## config.mk

```make
export PLATFORM = sky130hd
export DESIGN_NAME = dbg_step_ctrl
export DESIGN_NICKNAME = d
export VERILOG_FILES = /design/src/rtl/dbg_pkg.sv /design/src/rtl/dbg_bp_match.sv /design/src/rtl/dbg_step_ctrl.sv
export SDC_FILE = /design/constraint.sdc
export NUM_CORES = 1
export LEC_CHECK = 0
export ABC_AREA = 1
export BUFFER_PORTS_ARGS = -buffer_cell sky130_fd_sc_hd__buf_2
export CAP_MARGIN = 10
export CORE_MARGIN = 2
export CORE_UTILIZATION = 45
export DETAILED_ROUTE_END_ITERATION = 8
export GPL_TIMING_DRIVEN = 1
export PLACE_DENSITY_LB_ADDON = 0.12
export SYNTH_ARGS = -nofsm -noshare
export SYNTH_HDL_FRONTEND = slang
export SYNTH_HIERARCHICAL = 1
export SYNTH_SLANG_ARGS = --single-unit
```

## constraint.sdc

```tcl
create_clock -name clk -period 7.45 [get_ports clk]
set_input_delay 1.8625 -clock clk [delete_from_list [all_inputs] [get_ports clk]]
set_output_delay 1.8625 -clock clk [all_outputs]
set_load 0.005 [all_outputs]
```

## src/rtl/dbg_pkg.sv

```systemverilog
// Shared opcodes, widths and FSM encoding for the debug step controller.
package dbg_pkg;

    localparam int PC_W   = 32;
    localparam int RF_AW  = 5;
    localparam int STEP_W = 16;

    localparam logic [1:0] OP_HALT = 2'b00;
    localparam logic [1:0] OP_RUN  = 2'b01;
    localparam logic [1:0] OP_STEP = 2'b10;
    localparam logic [1:0] OP_DUMP = 2'b11;

    localparam logic [RF_AW-1:0] LAST_IDX = 5'd31;

    typedef enum logic [2:0] {
        ST_IDLE     = 3'd0,
        ST_RUN      = 3'd1,
        ST_STEP     = 3'd2,
        ST_DUMP_RD  = 3'd3,
        ST_DUMP_OUT = 3'd4
    } state_t;

endpackage

```

## src/rtl/dbg_bp_match.sv

```systemverilog
// Breakpoint comparator: flags when the CPU PC equals the armed breakpoint address.
module dbg_bp_match
    import dbg_pkg::*;
(
    input  logic [PC_W-1:0] pc,
    input  logic [PC_W-1:0] bp_addr,
    input  logic            bp_en,
    output logic            match
);

    assign match = bp_en && (pc == bp_addr);

endmodule

```

## src/rtl/dbg_step_ctrl.sv

```systemverilog
// Debug controller for a MIPS core: run/halt, N-cycle step, breakpoint stop
// and a 32-word register-file dump streamed over a valid/ready port.
//
// state       | meaning
// ST_IDLE     | halted, accepting commands
// ST_RUN      | free-running until HALT or breakpoint
// ST_STEP     | cpu_en held high while the step counter runs down
// ST_DUMP_RD  | one cycle to latch rf_data for the current index
// ST_DUMP_OUT | presenting a captured word, waiting for dump_ready
module dbg_step_ctrl
    import dbg_pkg::*;
(
    input  logic              clk,
    input  logic              rst,
    input  logic              cmd_valid,
    output logic              cmd_ready,
    input  logic [1:0]        cmd_op,
    input  logic [STEP_W-1:0] cmd_arg,
    input  logic              bp_en,
    input  logic [PC_W-1:0]   bp_addr,
    input  logic [PC_W-1:0]   pc_current,
    output logic              cpu_en,
    output logic [RF_AW-1:0]  rf_addr,
    input  logic [31:0]       rf_data,
    output logic              dump_valid,
    input  logic              dump_ready,
    output logic [RF_AW-1:0]  dump_idx,
    output logic [31:0]       dump_data,
    output logic              bp_hit,
    output logic [31:0]       cyc_count
);

    state_t              state_q, state_d;
    logic                first_q, first_d;
    logic [STEP_W-1:0]   cnt_q, cnt_d;
    logic [RF_AW-1:0]    rf_addr_q, rf_addr_d;
    logic [RF_AW-1:0]    dump_idx_q, dump_idx_d;
    logic [31:0]         dump_data_q, dump_data_d;
    logic                dump_valid_q, dump_valid_d;
    logic                bp_hit_q, bp_hit_d;
    logic [31:0]         cyc_q, cyc_d;
    logic                bp_match;
    logic                cmd_fire;
    logic                bp_stop;

    dbg_bp_match u_bp_match (
        .pc      (pc_current),
        .bp_addr (bp_addr),
        .bp_en   (bp_en),
        .match   (bp_match)
    );

    assign cmd_ready = (state_q == ST_IDLE) || (state_q == ST_RUN);
    assign cmd_fire  = cmd_valid && cmd_ready;
    // The first RUN cycle always advances so a resume from the breakpoint PC makes progress.
    assign bp_stop   = bp_match && !first_q;

    always_comb begin
        state_d      = state_q;
        first_d      = 1'b0;
        cnt_d        = cnt_q;
        rf_addr_d    = rf_addr_q;
        dump_idx_d   = dump_idx_q;
        dump_data_d  = dump_data_q;
        dump_valid_d = dump_valid_q;
        bp_hit_d     = bp_hit_q;
        cpu_en       = 1'b0;

        case (state_q)
            ST_IDLE: begin
                if (cmd_fire) begin
                    case (cmd_op)
                        OP_RUN: begin
                            state_d  = ST_RUN;
                            first_d  = 1'b1;
                            bp_hit_d = 1'b0;
                        end
                        OP_STEP: begin
                            if (cmd_arg != '0) begin
                                state_d = ST_STEP;
                                cnt_d   = cmd_arg;
                            end
                        end
                        OP_DUMP: begin
                            state_d   = ST_DUMP_RD;
                            rf_addr_d = '0;
                        end
                        default: ;
                    endcase
                end
            end
            ST_RUN: begin
                cpu_en = !bp_stop;
                if (bp_stop) begin
                    bp_hit_d = 1'b1;
                    state_d  = ST_IDLE;
                end else if (cmd_fire && (cmd_op == OP_HALT)) begin
                    state_d = ST_IDLE;
                end
            end
            ST_STEP: begin
                cpu_en = 1'b1;
                cnt_d  = cnt_q - STEP_W'(1);
                if (cnt_q == STEP_W'(1)) begin
                    state_d = ST_IDLE;
                end
            end
            ST_DUMP_RD: begin
                dump_data_d  = rf_data;
                dump_idx_d   = rf_addr_q;
                dump_valid_d = 1'b1;
                state_d      = ST_DUMP_OUT;
            end
            ST_DUMP_OUT: begin
                if (dump_ready) begin
                    dump_valid_d = 1'b0;
                    if (rf_addr_q == LAST_IDX) begin
                        state_d = ST_IDLE;
                    end else begin
                        rf_addr_d = rf_addr_q + RF_AW'(1);
                        state_d   = ST_DUMP_RD;
                    end
                end
            end
            default: state_d = ST_IDLE;
        endcase

        cyc_d = cpu_en ? (cyc_q + 32'd1) : cyc_q;
    end

    always_ff @(posedge clk or posedge rst) begin
        if (rst) begin
            state_q      <= ST_IDLE;
            first_q      <= 1'b0;
            cnt_q        <= '0;
            rf_addr_q    <= '0;
            dump_idx_q   <= '0;
            dump_data_q  <= '0;
            dump_valid_q <= 1'b0;
            bp_hit_q     <= 1'b0;
            cyc_q        <= '0;
        end else begin
            state_q      <= state_d;
            first_q      <= first_d;
            cnt_q        <= cnt_d;
            rf_addr_q    <= rf_addr_d;
            dump_idx_q   <= dump_idx_d;
            dump_data_q  <= dump_data_d;
            dump_valid_q <= dump_valid_d;
            bp_hit_q     <= bp_hit_d;
            cyc_q        <= cyc_d;
        end
    end

    assign rf_addr    = rf_addr_q;
    assign dump_idx   = dump_idx_q;
    assign dump_data  = dump_data_q;
    assign dump_valid = dump_valid_q;
    assign bp_hit     = bp_hit_q;
    assign cyc_count  = cyc_q;

endmodule
```

==> report_table.html <==
<table>
<tr><th>Metric</th><th>Value</th></tr>
<tr><th colspan="2">Die</th></tr>
<tr><td>Full die area</td><td>13,900 sq um</td></tr>
<tr><td>Number of cell rows</td><td>41</td></tr>
<tr><td>Count of boundary I/O pins</td><td>197</td></tr>
<tr><td>Initial Util</td><td>46.1%</td></tr>
<tr><td>Die span in x</td><td>118 microns</td></tr>
<tr><td>Placeable Area</td><td>12,700 sq um</td></tr>
<tr><td>Y dimension of the die</td><td>118 microns</td></tr>
<tr><th colspan="2">Power and ir drop</th></tr>
<tr><td>Peak supply drop</td><td>0.212 mV</td></tr>
<tr><td>Static Leak</td><td>0.00393 uW</td></tr>
<tr><td>Power per cell area</td><td>306 nW/um^2</td></tr>
<tr><th colspan="2">Worst setup path</th></tr>
<tr><td>Worst-case reg-to-reg path depth</td><td>9</td></tr>
<tr><td>R2R Setup Slk</td><td>5.53 ns</td></tr>
<tr><td>Critical path startpoint category</td><td>input pin</td></tr>
<tr><td>Reg2Reg Capture Point</td><td>cnt_q[3]</td></tr>
<tr><td>Worst-path maximum fanout</td><td>38</td></tr>
<tr><td>Nature of the critical path endpoint</td><td>primary output</td></tr>
<tr><td>CP Data Required Time</td><td>5.59 ns</td></tr>
<tr><td>Kind of critical path</td><td>input pin to primary output</td></tr>
<tr><td>Beginning of the worst register-to-register path</td><td>state_q[2]</td></tr>
<tr><td>Critical path arrival</td><td>3.38 ns</td></tr>
<tr><th colspan="2">STA</th></tr>
<tr><td>Final clock skew</td><td>0.00644 ns</td></tr>
<tr><td>Setup Viol. Count Final</td><td>0</td></tr>
<tr><td>Final worst path period need</td><td>5.24 ns</td></tr>
<tr><td>Headroom to the max-slew limit</td><td>37.5%</td></tr>
<tr><td>Final count of pins violating max slew</td><td>0</td></tr>
<tr><td>Ratio of final minimum period to clock period</td><td>70.3%</td></tr>
<tr><td>Tightest Pin Transition</td><td>0.935 ns</td></tr>
<tr><td>Peak Freq</td><td>0.191 GHz</td></tr>
<tr><td>Final hold violations</td><td>0</td></tr>
<tr><td>RSZ-0062 raised after global routing</td><td>false</td></tr>
<tr><td>Setup total negative slack</td><td>0 ns</td></tr>
<tr><th colspan="2">CTS</th></tr>
<tr><td>TritonCTS Sinks</td><td>96</td></tr>
<tr><td>Resize count post-CTS</td><td>0</td></tr>
<tr><td>Post-CTS Setup Bufs</td><td>0</td></tr>
<tr><td>Number of CTS-inserted buffers</td><td>9</td></tr>
<tr><td>Insertion delay to the later sink of the worst-skew pair</td><td>0.34 ns</td></tr>
<tr><td>Clock tree from TritonCTS</td><td>yes</td></tr>
<tr><td>Clock-pin slew on the worst setup and hold paths</td><td>0.06 ns</td></tr>
<tr><td>Quantity of hold-fixing buffers added after cts</td><td>0</td></tr>
<tr><td>Root cell of the clock tree</td><td>clkbuf_16</td></tr>
<tr><td># H-tree levels</td><td>3</td></tr>
<tr><td>Maximum number of buffers from clock root to sink</td><td>2</td></tr>
<tr><th colspan="2">GRT</th></tr>
<tr><td>Met2 Use GR</td><td>34.2%</td></tr>
<tr><td>Overall track demand over capacity in global routing</td><td>20.9%</td></tr>
<tr><td>Number of global-route vias before repair</td><td>5,194</td></tr>
<tr><td>Routing usage on met1</td><td>27.7%</td></tr>
<tr><td>Grt ovf</td><td>0</td></tr>
<tr><td>First-pass GRT wire length</td><td>24,100 microns</td></tr>
<tr><td>Busiest metal layer after global routing</td><td>met2</td></tr>
<tr><td>Routing usage on met3</td><td>6.10%</td></tr>
<tr><td>Maximum number of pins on one net before global-route repair</td><td>75</td></tr>
<tr><td>Initial antenna violation count</td><td>0</td></tr>
<tr><th colspan="2">Finish</th></tr>
<tr><td>Utilization after layout</td><td>57.2%</td></tr>
<tr><td>Fill cell instance count of the final layout</td><td>1,289</td></tr>
<tr><td>Number of diodes added for antenna fixing</td><td>0</td></tr>
<tr><td>Post-layout net count</td><td>1,138</td></tr>
<tr><td>Fraction of layout cells with a size suffix above 1</td><td>26.6%</td></tr>
<tr><td>Area grow syn2layout</td><td>24.0%</td></tr>
<tr><th colspan="2">Logic synthesis</th></tr>
<tr><td>Synth top cells by count</td><td>nand2_1 (298), nor2_1 (110), inv_1 (105)</td></tr>
<tr><td>Fraction of synthesized cell area in xor and xnor cells</td><td>4.02%</td></tr>
<tr><td>Synth Cell Area</td><td>5850 sq um</td></tr>
<tr><td>Most common flop cell mapped by yosys</td><td>dfrtp_1</td></tr>
<tr><td>Cell types occupying the most area after synthesis</td><td>dfrtp_1 (41%), nand2_1 (19%), nor2_1 (7.1%)</td></tr>
<tr><td>Syn_area_per_cell</td><td>7.14 sq um</td></tr>
<tr><td>Adder and majority cell fraction of the synthesized area</td><td>1.07%</td></tr>
<tr><td>Number of instances in the synthesized netlist</td><td>819</td></tr>
<tr><td>Share of synthesized area occupied by flip-flops and latches</td><td>41.1%</td></tr>
<tr><td>Most numerous cell in the Yosys netlist</td><td>nand2_1</td></tr>
<tr><td>Flop and latch count out of synthesis</td><td>96</td></tr>
<tr><td>Post-synthesis compound-gate area fraction</td><td>3.55%</td></tr>
<tr><td>Most area-hungry cell type in the Yosys netlist</td><td>dfrtp_1</td></tr>
<tr><td>Area share of the largest cell type after synthesis</td><td>41.1%</td></tr>
<tr><td>Syn. warnings</td><td>6</td></tr>
<tr><td>Multiplexer share of the synthesized area</td><td>6.16%</td></tr>
<tr><td>Synthesized Nets</td><td>943</td></tr>
<tr><td>Post-synthesis share of cell area spent on and, or, nand and nor gates</td><td>35.4%</td></tr>
<tr><td>Share of synthesized flip-flops with an asynchronous set or reset</td><td>100%</td></tr>
<tr><td>Combinational family with the most area after synthesis</td><td>simple AND/OR/NAND/NOR gates</td></tr>
<tr><td>Count of flip-flops with a built-in enable after synthesis</td><td>0</td></tr>
<tr><td>Distinct cell type count of the synthesized netlist</td><td>31</td></tr>
<tr><th colspan="2">Routing</th></tr>
<tr><td>Wire length reported by the detailed router</td><td>13,800 microns</td></tr>
<tr><td>Number of violations reported at the end of detailed-routing iteration 0</td><td>294</td></tr>
<tr><td>Antenna-violating nets left</td><td>0</td></tr>
<tr><td>Pre-Repair DR Iteration Count</td><td>4</td></tr>
<tr><td>Post-route DRC</td><td>0</td></tr>
<tr><td>Detailed-route via count</td><td>5,470</td></tr>
<tr><td>Routed len/inst</td><td>11.6 microns</td></tr>
<tr><td>Average via count per standard cell</td><td>4.59</td></tr>
<tr><th colspan="2">Worst hold path</th></tr>
<tr><td>Worst Hold Path Cells</td><td>2</td></tr>
<tr><td>Worst hold path class</td><td>register to register</td></tr>
<tr><td>Worst hold path startpoint</td><td>dump_idx[2]</td></tr>
<tr><td>Hold Crit Endpoint</td><td>dump_idx[2]</td></tr>
<tr><th colspan="2">Placement</th></tr>
<tr><td>DPL Wire Length</td><td>10,500 microns</td></tr>
<tr><td>Port bufs</td><td>196</td></tr>
<tr><td>Last weighted congestion value of the routability-driven placer</td><td>0.834</td></tr>
<tr><th colspan="2">Run status</th></tr>
<tr><td>Result of the run</td><td>completed</td></tr>
<tr><th colspan="2">Flow run</th></tr>
<tr><td>Max Cap Violations</td><td>0</td></tr>
</table>
[through the flow]
step | setup WS, ns | hold WS [ns] | std cells | power, uW | instance area [sq um]
after floorplan | 2.69 | 0.459 | 819 | 1490 | 5850
after global placement | 2.22 | 0.466 | 1175 | 1750 | 6960
after detailed placement | 2.18 | 0.474 | 1175 | 1770 | 6960
after CTS | 2.17 | 0.492 | 1191 | 2240 | 7250
after global routing | 1.96 | 0.513 | 1191 | 2420 | 7250
final | 2.21 | 0.488 | 1191 | 2220 | 7250
[sequential cells by signal, indices dropped and copies added (netlist names), 3 cells and up]
signal / cells
dump_idx: 5
dump_data: 32
rf_addr: 5
cyc_count: 32
cnt_q: 16
state_q: 3
[metal layers]
layer  vias to the layer above  share of wire, %
met4                         0               1.1
met5                         -                 0
li1                       2912                 -
met2                       141                45
met1                      2406                48
met3                        11               6.0
[cell type report]
cell class | instances | area [sq um] | area share [%]
inverter | 110 | 415 | 5.73
sequential | 96 | 2400 | 33.1
clock inverter | 6 | 66.3 | 0.915
multi-input combinational | 600 | 2930 | 40.5
clock buffer | 10 | 229 | 3.16
tap | 172 | 215 | 2.97
timing repair buffer | 197 | 988 | 13.6
[worst max-delay path, cell delays in order]
cell and delay (ns):
buf_2 0.09, inv_1 0.03, nand2_1 0.05, nand2_1 0.05
nor2_1 0.13, nand2_1 0.07, nor2_1 0.10, nand3_1 0.09
nor2_1 0.13, nand2_1 0.09, nand3_1 0.17, nand2_4 0.27
buf_2 0.23
[cells by family (layout without fill, tap and decap cells)]
| kind of cell | after synthesis | after routing |
|---|---|---|
| xor+xnor | 26 | 26 |
| buf+inv | 123 | 323 |
| mux | 32 | 32 |
| compound gates | 40 | 40 |
| simple gates | 497 | 497 |
| flops | 96 | 96 |
| fa+ha+maj | 5 | 5 |
[cells in the final DEF (no fill, tap or decap), drive strengths merged]
cell,n
o22ai,1
clkbuf,10
or2,9
dfrtp,96
nand4,12
ha,5
mux2,32
clkinv,3
nand3b,9
nand3,45
a21oi,2
nand2,303
xor2,7
o41ai,1
inv,112
nor3,4
bufinv,1
buf,197
nor2,115
o21ai,35
xnor2,19
o211ai,1
[worst max-delay path by stage]
stage                         startpoint      to  slack, ns  depth (start not counted)
after global routing          bp_addr[6]  cpu_en       1.96                         13
after global placement        bp_addr[6]  cpu_en       2.22                         13
after floorplan           pc_current[13]  cpu_en       2.69                         12
after CTS                 pc_current[13]  cpu_en       2.17                         12
final                      pc_current[5]  cpu_en       2.21                         13
after detailed placement  pc_current[13]  cpu_en       2.18                         12
[power breakdown]
| part | internal (uW) | switching (uW) |
|---|---|---|
| clock | 262 | 199 |
| sequential | 704 | 141 |
| combinational | 383 | 526 |
Power figures use the tool's default switching activity.
